[config.mk]
export PLATFORM = sky130hd
export DESIGN_NAME = alien_formation_ctrl
export DESIGN_NICKNAME = d
export VERILOG_FILES = /design/src/rtl/alien_formation_ctrl.sv
export SDC_FILE = /design/constraint.sdc
export NUM_CORES = 1
export LEC_CHECK = 0
export BUFFER_PORTS_ARGS = -buffer_cell sky130_fd_sc_hd__buf_2
export CORE_ASPECT_RATIO = 1.1
export CORE_MARGIN = 2
export CORE_UTILIZATION = 63
export CTS_CLUSTER_DIAMETER = 100
export DETAILED_ROUTE_END_ITERATION = 8
export PLACE_DENSITY = 0.84
export SETUP_SLACK_MARGIN = 0.1
export SKIP_LAST_GASP = 1
export SLEW_MARGIN = 10
export SYNTH_ARGS = -nofsm -noshare
export SYNTH_HDL_FRONTEND = slang
export SYNTH_SLANG_ARGS = --single-unit
[constraint.sdc]
create_clock -name Clk -period 11 [get_ports Clk]
set_input_delay 1.1 -clock Clk [delete_from_list [all_inputs] [get_ports Clk]]
set_output_delay 1.1 -clock Clk [all_outputs]
set_load 0.01 [all_outputs]
[src/rtl/alien_formation_ctrl.sv]
// alien_formation_ctrl
//   Owns the alien formation state consumed by Draw_VGA. It marches the
//   formation one step every "period" frames, reverses and drops at the screen
//   edges, clears aliens on bullet hits and raises the sticky game-over /
//   wave-cleared flags. The march speeds up by one frame per four kills.
//
// Ports
//   Clk             system clock
//   Reset           synchronous, active-high reset
//   FrameTick       one-cycle pulse per video frame
//   HitValid        one-cycle pulse: an alien was hit
//   HitIndex        grid bit index (row*10 + col) of the hit alien
//   NewWave         reload the formation; honoured only once the wave is cleared
//   Aliens_Grid     live-alien bitmap, 1 = alive
//   AliensRow       formation origin row (pixels)
//   AliensCol       formation origin column (pixels, see col_s below)
//   Dir             march direction, 1 = right
//   StepPulse       one-cycle pulse aligned with a newly applied move/drop
//   Reached_Bottom  sticky game-over flag
//   Aliens_Defeated sticky wave-cleared flag
//
// state     | meaning
// ----------+-----------------------------------------------------------
// RUN       | formation marches, hits are accepted
// GAME_OVER | formation reached the player; everything frozen until Reset
// CLEARED   | every alien destroyed; frozen until NewWave starts a wave

module alien_formation_ctrl #(
  parameter int START_COL    = 20,
  parameter int START_ROW    = 40,
  parameter int STEP_X       = 8,
  parameter int DROP_Y       = 10,
  parameter int LEFT_LIMIT   = 0,
  parameter int RIGHT_LIMIT  = 640,
  parameter int BOTTOM_LIMIT = 400,
  parameter int BASE_PERIOD  = 30
) (
  input  logic        Clk,
  input  logic        Reset,
  input  logic        FrameTick,
  input  logic        HitValid,
  input  logic [5:0]  HitIndex,
  input  logic        NewWave,
  output logic [49:0] Aliens_Grid,
  output logic [8:0]  AliensRow,
  output logic [9:0]  AliensCol,
  output logic        Dir,
  output logic        StepPulse,
  output logic        Reached_Bottom,
  output logic        Aliens_Defeated
);

  typedef enum logic [1:0] {
    RUN       = 2'd0,
    GAME_OVER = 2'd1,
    CLEARED   = 2'd2
  } state_e;

  localparam logic signed [10:0] STEP_S   = 11'(STEP_X);
  localparam logic signed [10:0] RIGHT_S  = 11'(RIGHT_LIMIT);
  localparam logic signed [10:0] LEFT_S   = 11'(LEFT_LIMIT + STEP_X);
  localparam logic        [10:0] BOTTOM_U = 11'(BOTTOM_LIMIT);
  localparam logic        [7:0]  BASE_P   = 8'(BASE_PERIOD);

  state_e      state_q, state_d;
  logic [49:0] grid_q, grid_d;
  logic [8:0]  row_q, row_d;
  logic [9:0]  col_q, col_d;
  logic        dir_q, dir_d;
  logic        step_pulse_q, step_pulse_d;
  logic        bottom_q, bottom_d;
  logic        defeated_q, defeated_d;
  logic [7:0]  frame_cnt_q, frame_cnt_d;
  logic [5:0]  kills_q, kills_d;

  logic [9:0]         col_alive;
  logic [4:0]         row_alive;
  logic [3:0]         lmin, rmax;
  logic [2:0]         bmax;
  logic               col_neg;
  logic signed [10:0] col_s, right_px, left_px;
  logic [10:0]        bottom_px;
  logic [7:0]         period;
  logic [3:0]         kill_shift;
  logic [63:0]        grid_ext;
  logic               hit_ok;
  logic               step_now;

  // Live extents of the formation.
  always_comb begin
    col_alive = '0;
    row_alive = '0;
    for (int c = 0; c < 10; c++) begin
      for (int r = 0; r < 5; r++) begin
        col_alive[c] = col_alive[c] | grid_q[r*10 + c];
      end
    end
    for (int r = 0; r < 5; r++) begin
      row_alive[r] = |grid_q[r*10 +: 10];
    end
    lmin = 4'd0;
    for (int c = 9; c >= 0; c--) begin
      if (col_alive[c]) lmin = 4'(c);
    end
    rmax = 4'd0;
    for (int c = 0; c < 10; c++) begin
      if (col_alive[c]) rmax = 4'(c);
    end
    bmax = 3'd0;
    for (int r = 0; r < 5; r++) begin
      if (row_alive[r]) bmax = 3'(r);
    end
  end

  // Once the left columns are dead the origin legitimately marches past
  // pixel 0, so AliensCol is a two's-complement value. Any origin at or
  // beyond the right bound cannot occur on the right-hand side (the
  // rightmost alien would already be off screen), so such codes are the
  // negative offsets.
  assign col_neg   = (col_q >= 10'(RIGHT_LIMIT));
  assign col_s     = $signed({col_neg, col_q});
  // Right edge of the rightmost live column: 40*(rmax+1) - 10 = 40*rmax + 30.
  assign right_px  = col_s + $signed(11'(rmax) * 11'd40 + 11'd30);
  assign left_px   = col_s + $signed(11'(lmin) * 11'd40);
  // Bottom edge of the lowest live row: 30*(bmax+1) - 10 = 30*bmax + 20.
  assign bottom_px = 11'(row_q) + 11'(bmax) * 11'd30 + 11'd20;

  assign kill_shift = kills_q[5:2];
  assign period     = (BASE_P > {4'd0, kill_shift}) ? (BASE_P - {4'd0, kill_shift}) : 8'd1;

  assign grid_ext = {14'd0, grid_q};
  assign hit_ok   = HitValid && (HitIndex < 6'd50) && grid_ext[HitIndex];

  always_ff @(posedge Clk) begin
    if (Reset) begin
      state_q      <= RUN;
      grid_q       <= '1;
      row_q        <= 9'(START_ROW);
      col_q        <= 10'(START_COL);
      dir_q        <= 1'b1;
      step_pulse_q <= 1'b0;
      bottom_q     <= 1'b0;
      defeated_q   <= 1'b0;
      frame_cnt_q  <= '0;
      kills_q      <= '0;
    end else begin
      state_q      <= state_d;
      grid_q       <= grid_d;
      row_q        <= row_d;
      col_q        <= col_d;
      dir_q        <= dir_d;
      step_pulse_q <= step_pulse_d;
      bottom_q     <= bottom_d;
      defeated_q   <= defeated_d;
      frame_cnt_q  <= frame_cnt_d;
      kills_q      <= kills_d;
    end
  end

  always_comb begin
    state_d      = state_q;
    grid_d       = grid_q;
    row_d        = row_q;
    col_d        = col_q;
    dir_d        = dir_q;
    step_pulse_d = 1'b0;
    bottom_d     = bottom_q;
    defeated_d   = defeated_q;
    frame_cnt_d  = frame_cnt_q;
    kills_d      = kills_q;
    step_now     = 1'b0;

    unique case (state_q)
      RUN: begin
        if (FrameTick) begin
          // >= rather than == so a period that shrinks below the running
          // count still wraps on the next frame.
          if (frame_cnt_q >= period - 8'd1) begin
            frame_cnt_d = '0;
            // An empty grid has no extents; it is about to freeze anyway.
            step_now    = (grid_q != '0);
          end else begin
            frame_cnt_d = frame_cnt_q + 8'd1;
          end
        end

        if (step_now) begin
          step_pulse_d = 1'b1;
          if (dir_q) begin
            if (right_px + STEP_S > RIGHT_S) begin
              row_d = row_q + 9'(DROP_Y);
              dir_d = 1'b0;
            end else begin
              col_d = col_q + 10'(STEP_X);
            end
          end else begin
            if (left_px < LEFT_S) begin
              row_d = row_q + 9'(DROP_Y);
              dir_d = 1'b1;
            end else begin
              col_d = col_q - 10'(STEP_X);
            end
          end
        end

        if (hit_ok) begin
          grid_d  = grid_q & ~(50'd1 << HitIndex);
          kills_d = kills_q + 6'd1;
        end

        if (grid_q == '0) begin
          state_d    = CLEARED;
          defeated_d = 1'b1;
        end else if (bottom_px >= BOTTOM_U) begin
          state_d  = GAME_OVER;
          bottom_d = 1'b1;
        end
      end

      GAME_OVER: begin
      end

      CLEARED: begin
        if (NewWave) begin
          state_d     = RUN;
          grid_d      = '1;
          row_d       = 9'(START_ROW);
          col_d       = 10'(START_COL);
          dir_d       = 1'b1;
          bottom_d    = 1'b0;
          defeated_d  = 1'b0;
          frame_cnt_d = '0;
          kills_d     = '0;
        end
      end

      default: begin
        state_d = RUN;
      end
    endcase
  end

  assign Aliens_Grid     = grid_q;
  assign AliensRow       = row_q;
  assign AliensCol       = col_q;
  assign Dir             = dir_q;
  assign StepPulse       = step_pulse_q;
  assign Reached_Bottom  = bottom_q;
  assign Aliens_Defeated = defeated_q;

endmodule

==> impl_metrics.toml <==
[floorplanning]
floorplan.initialDensity_pct = 64.5
design.die.area_mm2 = 0.0104
io_pins = 84
floorplan.die.width_um = 97.3
core_region_area_mm2 = 0.00935
rows = 37
die-height_um = 107

[clock_network]
cts.reportedPaths.clkPinSlew_ns = 0.09
insertion_delay_ns = 0.37
tritoncts.num_buffers = 9
cts_setup_buffers = 0
hold_buffers = 0
ctsRootBufferMaster = "sky130_fd_sc_hd__clkbuf_8"
cts-root-to-sink-buffers = 2
sinks_on_the_clock_net = 86
post_cts_resized = 0
ctsHtreeMaxLevel = 3
cts_tree = "built"

[cells_and_area]
final_layout_size_suffix_gt1_share_pct = 14.7
layout-area-overhead-vs-synth_pct = 11.1
register_area_mm2 = 0.00172
nNetsFinal = 890
fill_cells = 796
final_common_cell = "sky130_fd_sc_hd__nand2_1"
area_of_combinational_cells_with_multiple_inputs_mm2 = 0.00406
num_antenna_cells = 0
layout_common_cells = "sky130_fd_sc_hd__nand2_1, sky130_fd_sc_hd__dfxtp_1, sky130_fd_sc_hd__buf_2"

[timing]
drv_slew = 0
slew_headroom_pct = 16.9
post_layout_worst_setup_margin_ns = 5.63
max_freq_ghz = 0.186
setup_violations = 0
finalClockSkew_ns = 0.0175
final.min_clock_period_ns = 5.37
layout_worst_path_cycle_share_pct = 48.9
fin_setup_tns_ns = 0
final-hold-violation-count = 0
worst_pin_slew_ns = 1.25
rsz0062_at_grt = "false"

[global_routing]
pin_count_of_the_biggest_net_entering_global_routing = 56
globalRouteTotalUtil_pct = 34.0
globalRoute.totalOverflow = 0
first_global_vias = 5710
antenna_found_initial = 0
grt_first_pass_wirelength_mm = 28.3

[worst_setup_path]
worst_path_largest_cell_delay_ns = 0.61
critical_path.reg2reg.endpoint = "AliensRow[6]$_SDFFE_PP0P_"
cp-start-kind = "flip-flop"
crit_chain = "or4_1 -> nor3_1 -> inv_1 -> a21oi_1 -> ha_1 -> ha_1 -> inv_1 -> fa_1 -> xnor2_1 -> ha_1 -> ha_1 -> xor2_1 -> a211o_2 -> o221ai_1 -> o311ai_4 -> o221ai_2 -> or4_1 -> a21oi_1"
worstReg2RegStart = "Aliens_Grid[49]$_SDFFE_PP1P_"
cpMaxStageDelayCell = "sky130_fd_sc_hd__or4_1"
timing.critical_path.to_type = "flip-flop"
worstSetupPathDepth = 18
crit_path_frequent_cell = "sky130_fd_sc_hd__ha_1"
setup.worst_path.class = "flip-flop to flip-flop"
timing.critical_path.buf_inv = 2
critPathRequiredTime_ns = 11.30
ff2ff_path_depth = 18
arrival_ns = 5.67
path_delay_family = "simple AND/OR/NAND/NOR gates"
worstPathMaxFanout = 15
flop_to_flop_setup_slack_ns = 5.63

[route]
post_drt_via_cell_ratio = 6.39
routed_wire_length_per_instance_um = 18.9
drt_pre_antenna_iters = 5
residual_drc = 0
detailroute.via_count = 5957
drt-total-wl_mm = 17.6
antenna_violating_nets_post_route = 0
detailedRoute.firstIterationViolations = 362

[place]
worst_setup_timing_slack_at_the_placement_stage_ns = 5.75
portBuffers = 80
finalWeightedCongestion = 1.00
dp_hpwl_mm = 13.5

[logic_synthesis]
postSynthRegisterBits = 86
synth_cells = 741
syn_avg_cell_area_um2 = 8.13
mappedNetlistArea_mm2 = 0.00603
yosys_most_used_dff = "sky130_fd_sc_hd__dfxtp_1"
synth.yosys.seq_area_share_pct = 28.6
asyncSetResetFlopFracSynth_pct = 0
yosysWarnings = 0
synth-edff-count = 0
synth_cell_type_count = 72

[power_and_ir_drop]
power_report.internal_total_mw = 0.464
sequential_fraction_of_design_power_pct = 51.3
switching_share_pct = 25.1
power.ir.vdd_worst_mv = 0.0753
share_of_power_burned_in_combinational_logic_pct = 7.5
power.share.clock_pct = 41.2
power.density_cell_area_mw_per_mm2 = 92.4
power.net_switching_mw = 0.155
leakagePower_nw = 2.67

[worst_hold_path]
min_to = "Aliens_Defeated$_SDFFE_PP0P_"
hold_start = "Aliens_Defeated$_SDFFE_PP0P_"
worst_hold_path_type = "flip-flop to flip-flop"
hold_path_depth = 2

[run]
max_cap_viol_count = 0

[status]
run_status = "finished, final reports clean"
==> kinds of logic after synthesis <==
logic type,Yosys count,share of synthesized area [%]
DFF,86,28.6
adders and majority gates,69,15.1
buffers and inverters,67,4.57
and+or+nand+nor,277,22.3
other,2,0.125
xor gates and xnor gates,24,3.49
muxes,25,5.87
AOI/OAI and AO/OA,191,20.0
==> stage by stage <==
stage                     instances  util, %  cell area, um^2  hold slack [ns]  total power, mW
after floorplan                 746        -             6050            0.465            0.358
after global placement          916     69.2             6470            0.455            0.368
after detailed placement        916     69.2             6470            0.460            0.370
after CTS                       932     71.6             6700            0.472            0.618
after global routing            932     71.6             6700            0.509            0.635
final                           932     71.6             6700            0.474            0.619
==> registers in the layout (all words and copies together) (netlist names) <==
register and cells:
AliensCol 8, state_q 2, Aliens_Grid 50, Aliens_Defeated 1
kills_q 6, Dir 1, Reached_Bottom 1, StepPulse 1
frame_cnt_q 8, AliensRow 8
==> cell usage after synthesis, types with 4 or more instances <==
cell | number | area [um^2]
sky130_fd_sc_hd__nor2_1 | 60 | 225
sky130_fd_sc_hd__nor2b_1 | 14 | 87.6
sky130_fd_sc_hd__xor2_1 | 9 | 78.8
sky130_fd_sc_hd__dfxtp_1 | 86 | 1720
sky130_fd_sc_hd__o21bai_1 | 4 | 30.0
sky130_fd_sc_hd__and3_1 | 5 | 31.3
sky130_fd_sc_hd__fa_1 | 6 | 120
sky130_fd_sc_hd__o21ai_0 | 78 | 390
sky130_fd_sc_hd__ha_1 | 63 | 788
sky130_fd_sc_hd__nor3_1 | 20 | 100
sky130_fd_sc_hd__nor3b_1 | 4 | 30.0
sky130_fd_sc_hd__buf_4 | 4 | 30.0
sky130_fd_sc_hd__nand3_1 | 21 | 105
sky130_fd_sc_hd__buf_2 | 5 | 25.0
sky130_fd_sc_hd__a31oi_1 | 5 | 31.3
sky130_fd_sc_hd__nor4_1 | 10 | 62.6
sky130_fd_sc_hd__or3_1 | 8 | 50.1
sky130_fd_sc_hd__nand2b_1 | 11 | 68.8
sky130_fd_sc_hd__mux2i_1 | 14 | 140
sky130_fd_sc_hd__a22o_1 | 4 | 35.0
sky130_fd_sc_hd__a21o_1 | 6 | 45.0
sky130_fd_sc_hd__nand2_1 | 96 | 360
sky130_fd_sc_hd__mux4_2 | 8 | 180
sky130_fd_sc_hd__inv_1 | 40 | 150
sky130_fd_sc_hd__clkbuf_1 | 16 | 60.1
sky130_fd_sc_hd__or4_1 | 9 | 67.6
sky130_fd_sc_hd__and2_1 | 4 | 25.0
sky130_fd_sc_hd__a21oi_1 | 45 | 225
sky130_fd_sc_hd__xnor2_1 | 15 | 131
==> worst min-delay path, cell delays in order, from the launching register on <==
cell,delay [ns]
sky130_fd_sc_hd__dfxtp_1,0.32
sky130_fd_sc_hd__nand2_1,0.05
sky130_fd_sc_hd__a21oi_1,0.06
==> worst max-delay path by stage <==
stage                                             from                   endpoint  slack, ns
final                     Aliens_Grid[49]$_SDFFE_PP1P_  AliensRow[6]$_SDFFE_PP0P_       5.63
after global placement    Aliens_Grid[49]$_SDFFE_PP1P_  AliensRow[6]$_SDFFE_PP0P_       5.92
after global routing      Aliens_Grid[49]$_SDFFE_PP1P_  AliensRow[6]$_SDFFE_PP0P_       5.37
after detailed placement  Aliens_Grid[49]$_SDFFE_PP1P_  AliensRow[6]$_SDFFE_PP0P_       5.75
after floorplan           Aliens_Grid[49]$_SDFFE_PP1P_  AliensRow[1]$_SDFFE_PP0P_       6.45
after CTS                 Aliens_Grid[49]$_SDFFE_PP1P_  AliensRow[6]$_SDFFE_PP0P_       5.73
==> layer usage <==
layer  global-route usage, %  vias up  routed length (um)  share of wire, %
met2                    59.9      299                8550                49
li1                        -     2797                   -                 -
met4                    13.8        0                 673               3.8
met5                       0        -                   0                 0
met1                    41.9     2800                7020                40
met3                    5.28       61                1330               7.6
==> final cells by class <==
cell class	instances	share of cell area, %
clock inverters	5	1.23
well taps	117	2.19
flip-flops and latches	86	25.7
multi-input cells	593	60.6
clock buffers	11	2.11
repair buffers	80	5.98
inverters	40	2.24
==> power groups by stage <==
stage                     clock (mW)  sequential [mW]  combinational [mW]
after floorplan                    0            0.324              0.0334
after CTS                      0.255            0.318              0.0454
final                          0.255            0.318              0.0461
after global routing           0.266            0.318              0.0504
after global placement             0            0.325              0.0436
after detailed placement           0            0.325              0.0450
Note: power is estimated with default switching activity, not from simulation.
